<file path="config.mk">
export PLATFORM = sky130hd
export DESIGN_NAME = adder_pipe_carry_amisha
export DESIGN_NICKNAME = d
export VERILOG_FILES = /design/src/rtl/adder_pipe_carry_amisha.sv
export SDC_FILE = /design/constraint.sdc
export NUM_CORES = 1
export LEC_CHECK = 0
export BUFFER_PORTS_ARGS = -buffer_cell sky130_fd_sc_hd__buf_2
export CAP_MARGIN = 20
export CORE_MARGIN = 8
export CORE_UTILIZATION = 45
export CTS_BUF_LIST = sky130_fd_sc_hd__clkbuf_8
export DETAILED_ROUTE_END_ITERATION = 8
export GPL_TIMING_DRIVEN = 0
export PLACE_DENSITY = 0.66
export SLEW_MARGIN = 20
export SYNTH_ARGS = -nofsm -noshare
export SYNTH_HDL_FRONTEND = slang
export SYNTH_SLANG_ARGS = --single-unit
</file>
<file path="constraint.sdc">
create_clock -name clk_amisha -period 2.2 [get_ports clk_amisha]
set_input_delay 0.22 -clock clk_amisha [delete_from_list [all_inputs] [get_ports clk_amisha]]
set_output_delay 0.22 -clock clk_amisha [all_outputs]
set_load 0.01 [all_outputs]
</file>
<file path="src/rtl/adder_pipe_carry_amisha.sv">
// Pipelined N-bit adder/subtractor: carry ripples through STAGES registered W-bit chunks.
// Each stage rotates its operand register right by W, parking the new sum chunk on top.
module adder_pipe_carry_amisha #(
   parameter int unsigned N      = 16,
   parameter int unsigned STAGES = 4
) (
   input  logic         clk_amisha,
   input  logic         rst_n_amisha,
   input  logic         in_valid_amisha,
   input  logic         sub_amisha,
   input  logic         flush_amisha,
   input  logic [N-1:0] a_amisha,
   input  logic [N-1:0] b_amisha,
   output logic         out_valid_amisha,
   output logic [N-1:0] sum_amisha,
   output logic         cout_amisha,
   output logic         ovf_amisha
);

   localparam int unsigned W = N / STAGES;

   logic [N-1:0] b_eff;

   // Per-stage combinational inputs and results
   logic         v_in   [STAGES];
   logic         c_in   [STAGES];
   logic [N-1:0] acc_in [STAGES];
   logic [N-1:0] bop_in [STAGES];
   logic         as_in  [STAGES];
   logic         bs_in  [STAGES];
   logic [W:0]   chunk  [STAGES];
   logic [N-1:0] acc_d  [STAGES];
   logic [N-1:0] bop_d  [STAGES];

   // Per-stage registers
   logic         valid_q [STAGES];
   logic         carry_q [STAGES];
   logic [N-1:0] acc_q   [STAGES];
   logic [N-1:0] bop_q   [STAGES];
   logic         as_q    [STAGES];
   logic         bs_q    [STAGES];

   assign b_eff = sub_amisha ? ~b_amisha : b_amisha;

   for (genvar k = 0; k < STAGES; k++) begin : g_stage
      if (k == 0) begin : g_first
         assign v_in[k]   = in_valid_amisha;
         assign c_in[k]   = sub_amisha;
         assign acc_in[k] = a_amisha;
         assign bop_in[k] = b_eff;
         assign as_in[k]  = a_amisha[N-1];
         assign bs_in[k]  = b_eff[N-1];
      end else begin : g_next
         assign v_in[k]   = valid_q[k-1];
         assign c_in[k]   = carry_q[k-1];
         assign acc_in[k] = acc_q[k-1];
         assign bop_in[k] = bop_q[k-1];
         assign as_in[k]  = as_q[k-1];
         assign bs_in[k]  = bs_q[k-1];
      end

      assign chunk[k] = {1'b0, acc_in[k][W-1:0]} + {1'b0, bop_in[k][W-1:0]}
                      + {{W{1'b0}}, c_in[k]};
      // Lowest unprocessed a chunk drops off the bottom, finished sum chunk enters at the top;
      // after STAGES rotations the register holds the sum in natural bit order.
      assign acc_d[k] = (acc_in[k] >> W) | (N'(chunk[k][W-1:0]) << (N - W));
      assign bop_d[k] = bop_in[k] >> W;
   end

   always_ff @(posedge clk_amisha or negedge rst_n_amisha) begin
      if (!rst_n_amisha) begin
         for (int k = 0; k < STAGES; k++) begin
            valid_q[k] <= 1'b0;
            carry_q[k] <= 1'b0;
            acc_q[k]   <= '0;
            bop_q[k]   <= '0;
            as_q[k]    <= 1'b0;
            bs_q[k]    <= 1'b0;
         end
      end else begin
         for (int k = 0; k < STAGES; k++) begin
            valid_q[k] <= v_in[k] & ~flush_amisha;
            carry_q[k] <= chunk[k][W];
            acc_q[k]   <= acc_d[k];
            bop_q[k]   <= bop_d[k];
            as_q[k]    <= as_in[k];
            bs_q[k]    <= bs_in[k];
         end
      end
   end

   assign out_valid_amisha = valid_q[STAGES-1];
   assign sum_amisha       = acc_q[STAGES-1];
   assign cout_amisha      = carry_q[STAGES-1];
   assign ovf_amisha       = (as_q[STAGES-1] == bs_q[STAGES-1])
                          && (acc_q[STAGES-1][N-1] != as_q[STAGES-1]);

endmodule

</file>
; ---- After elaboration in Yosys (flattened, before gate mapping)
; Index checks and enable logic that the tools add are counted.
[word_totals]
register_bits = 104
inputBits = 37
output_inout_bits = 19
elab_cells = 45
[classes]
add_sub_neg = 8
n_eq_ne = 2
n_mux = 1
bitwise = 10
reduce_logical = 1
[ops]
columns = cell, count
row1 = $or A12 B16 Y16, 4
row2 = $add A4 B4 Y5, 4
row3 = $add A5 B1 Y5, 4
row4 = $mux W16, 1
row5 = $not A16 Y16, 1
row6 = $and A1 B1 Y1, 4
row7 = $eq A1 B1 Y1, 1
row8 = $logic_and A1 B1 Y1, 1
row9 = $ne A1 B1 Y1, 1
row10 = $not A1 Y1, 1

; ---- Depth between registers and ports, before layout
[logic_depth]
word_depth = 5
depth_mapped = 7
ltp_nobuf = 6

; ---- Worst setup path before layout
; No wires, ideal clock.
[synth_timing]
path_type = input to register
start = input port sub_amisha
end = register acc_q, in the netlist acc_in[47]
setup_ns = 0.140
arrival_ns = 1.586
slack_ns = 0.474
cell_stages = 7
path_buffers = 2
cell_sequence = clkbuf_8 -> buf_4 -> xor2_1 -> ha_1 -> nor4b_1 -> a2111oi_2 -> o211ai_1
[synth_rtl]
columns = item, line_no
row1 = "start, declared", 10  ; input logic sub_amisha,
row2 = "end signal, assigned by index", 84  ; acc_q[k] <= acc_d[k];
row3 = "end, declared", 38  ; logic [N-1:0] acc_q [STAGES];

==> metrics.txt <==
final-layout worst hold slack=between 0.04 and 0.05 ns; start point of the worst min-delay path=b_amisha[4]; starting density of the core=45.3%; count of unresolved DRC violations after routing=0; overall die height=101 um; core footprint=7100 um^2; RD Place Congestion=0.709; net switching component of the power=922 uW; commonest cells after routing, fill and taps aside=98 x dfrtp_1, 53 x buf_2, 18 x xor2_1; XOR/XNOR Fraction of Synth Area=6.26%; highest clock frequency the design can meet=579 MHz; number of hold buffers added after CTS=13; Setup Buffers After CTS=0; top cell type's share of synthesized area=76.2%; post-cts repair resize count=0; clock-pin slew reported for the worst setup and hold paths after clock tree synthesis=0.09 ns; part of the Yosys area used for sequential elements=76.2%; DRT Wirelength=4.44 mm; switching power as a share of total power=25.2%; clock tree from TritonCTS=yes; maximum fanout along the worst path=2; multiplexer area fraction after synthesis=0.350%; worst slew pin tran=0.334 ns; row count=31; max_cap viols=0; cell-internal power=2740 uW; post-layout instance count excluding filler cells=367; global-route total usage across every layer=roughly a tenth; flops & latches, synth=98; final critical delay including setup and external delays=1.73 ns; vias per inst=4.14; Relative slew margins=77.4%; Final WS setup=0.474 ns; RSZ-0062 raised after global routing=false; DIE AREA=between 10,000 and 15,000 um^2; share of layout cells above drive strength 1=28.0%; synthesized-area fraction occupied by adder cells=9.02%; clock share of power=27.6%; crit path launch type=flop; total power density per cell area=925 nW/um^2; number of antenna violations at the first check in global routing=0; Synth Area in Compound Gates=3.30%; required time at the endpoint of the critical path=2.45 ns; IR Drop Worst-Case VDD=0.349 mV; Ports=56; post-synthesis instance area=3220 um^2; Yosys top cell by area=dfrtp_1; Setup Slack @ Placement=0.321 ns; largest family of logic cells by synthesized area=adder cells; most area-consuming cells after synthesis=dfrtp_1 76%, xor2_1 4.9%, ha_1 4.7%, fa_1 4.4%, a21o_1 1.4%; number of distinct library cells after synthesis=22; Die Span X=~100 um; Sequential Power Share=between 50% and 60%; Num Clock Sinks=98; dpl cells=between 300 and 400; mean instance size in the synthesized netlist=17.5 um^2; area growth from synthesis to layout=22.9%; LEAKAGE=around 0.0019 uW; total grt overflow=0; most common cell after layout, fill and taps aside=dfrtp_1; overall via count from detail_route=1,520; maximum clock path buffer count=2; Combinational Power Share=13.2%; maximum number of pins on one net before global-route repair=between 60 and 70; number of antenna-violating nets in the routed design=0; detailed placement HPWL=3.18 mm; pins over their slew limit=0; fin nets=319; synthesized instance count=184; CP arrival=1.97 ns; number of clock buffers inserted by TritonCTS=9; post-route clock period utilization=78.4%; Synth warnings=0; first-pass GRT wire length=7.94 mm; Layout Skew=0.00665 ns; overall power=3660 uW; critical path launch point=c_in[0]$_DFF_PN0_; vias in the first global route=1,749; Setup crit end kind=flop; H-tree levels=3; setup tns final=0 ns; final setup fails=0; quantity of I/O buffers inserted on ports=54; hold crit path type=primary input to flop; Simple-Gate Fraction of Synth Area=3.27%; post-DR wirelength/cell=~12 um; worst-skew pair later-pin latency=0.35 ns; number of DRC markers in iteration 0=40; root buf cell=clkbuf_8; Crit Reg-Reg Startpoint=c_in[0]$_DFF_PN0_; layout filler cell count=600; status=completed; router iterations before antenna repair=3; total inserted antenna cells=0; total nets after synthesis=240; total count of hold-check failures in the final report=0; Setup CP Type=flop to flop
## metrics by stage
stage	util, %	area, um^2
global route	55.7	3960
detailed placement	51.4	3650
finish	55.7	3960
floorplan	-	3220
CTS	55.7	3960
global placement	50.9	3610
## cell families after synthesis
family	count (synthesis)
adder cells (fa/ha/maj)	19
buffers and inverters	10
flip-flops	98
AO/OA/AOI/OAI	15
multiplexers	1
XOR/XNOR	23
AND/OR/NAND/NOR	18
## power by group through the flow
stage / registers, uW / logic [uW] / clock network (uW)
2_1_floorplan: 2240 / 205 / 0
3_3_place_gp: 2190 / 457 / 0
3_5_place_dp: 2210 / 481 / 0
4_1_cts: 2170 / 502 / 1060
5_1_grt: 2200 / 557 / 1140
6_report: 2160 / 485 / 1010
## layout make-up
class | count | area, um^2 | area share [%]
Buffer | 2 | 21.3 | 0.538
Clock buffer | 9 | 124 | 3.13
Clock inverter | 7 | 55.1 | 1.39
Inverter | 8 | 30.0 | 0.759
Multi-Input combinational cell | 76 | 714 | 18.1
Sequential cell | 98 | 2450 | 62.0
Tap cell | 99 | 124 | 3.13
Timing Repair Buffer | 68 | 434 | 11.0
## cell usage after synthesis
library cell / n
o21ai_0: 3
xnor2_1: 5
a2111oi_2: 1
nand2_1: 3
dfrtp_1: 98
clkbuf_8: 1
a21oi_1: 3
a21o_2: 1
o211ai_1: 1
fa_1: 7
a21o_1: 6
xor2_1: 18
mux2_2: 1
nor2_1: 3
buf_4: 1
nor4b_1: 1
and3b_1: 1
ha_1: 12
nor2b_1: 7
inv_1: 8
nand2b_1: 2
nand4b_1: 1
## final timing paths
check                                          endpoint  slack, ns  depth (start not counted)
max in group asynchronous          acc_in[12]$_DFF_PN0_       1.27                          3
worst max-delay path              cout_amisha$_DFF_PN0_       0.47                          4
worst min-delay path               bop_in[32]$_DFF_PN0_       0.04                          2
worst max register to register    cout_amisha$_DFF_PN0_       0.47                          4
worst min register to register  sum_amisha[5]$_DFF_PN0_       0.35                          0
min in group asynchronous          acc_in[47]$_DFF_PN0_       0.33                          2
## metal layers
metal | share of wire [%] | global-route usage, %
met5 | 0 | 0
met4 | 1.9 | 6.28
met3 | 4.7 | 3.52
met2 | 50 | 15.9
met1 | 43 | 12.2
## sequential cells by signal (all words and copies together), names as in the netlist
register	flops
c_in	3
as_q	1
acc_in	48
bop_in	12
sum_amisha	16
v_in	3
bop_d	12
out_valid_amisha	1
bs_q	1
cout_amisha	1
## critical path: stages, from the launching register on
cell and delay (ns):
dfrtp_1 0.40, fa_1 0.47, fa_1 0.41, a21o_1 0.19, a21o_1 0.16
Power figures use the tool's default switching activity.
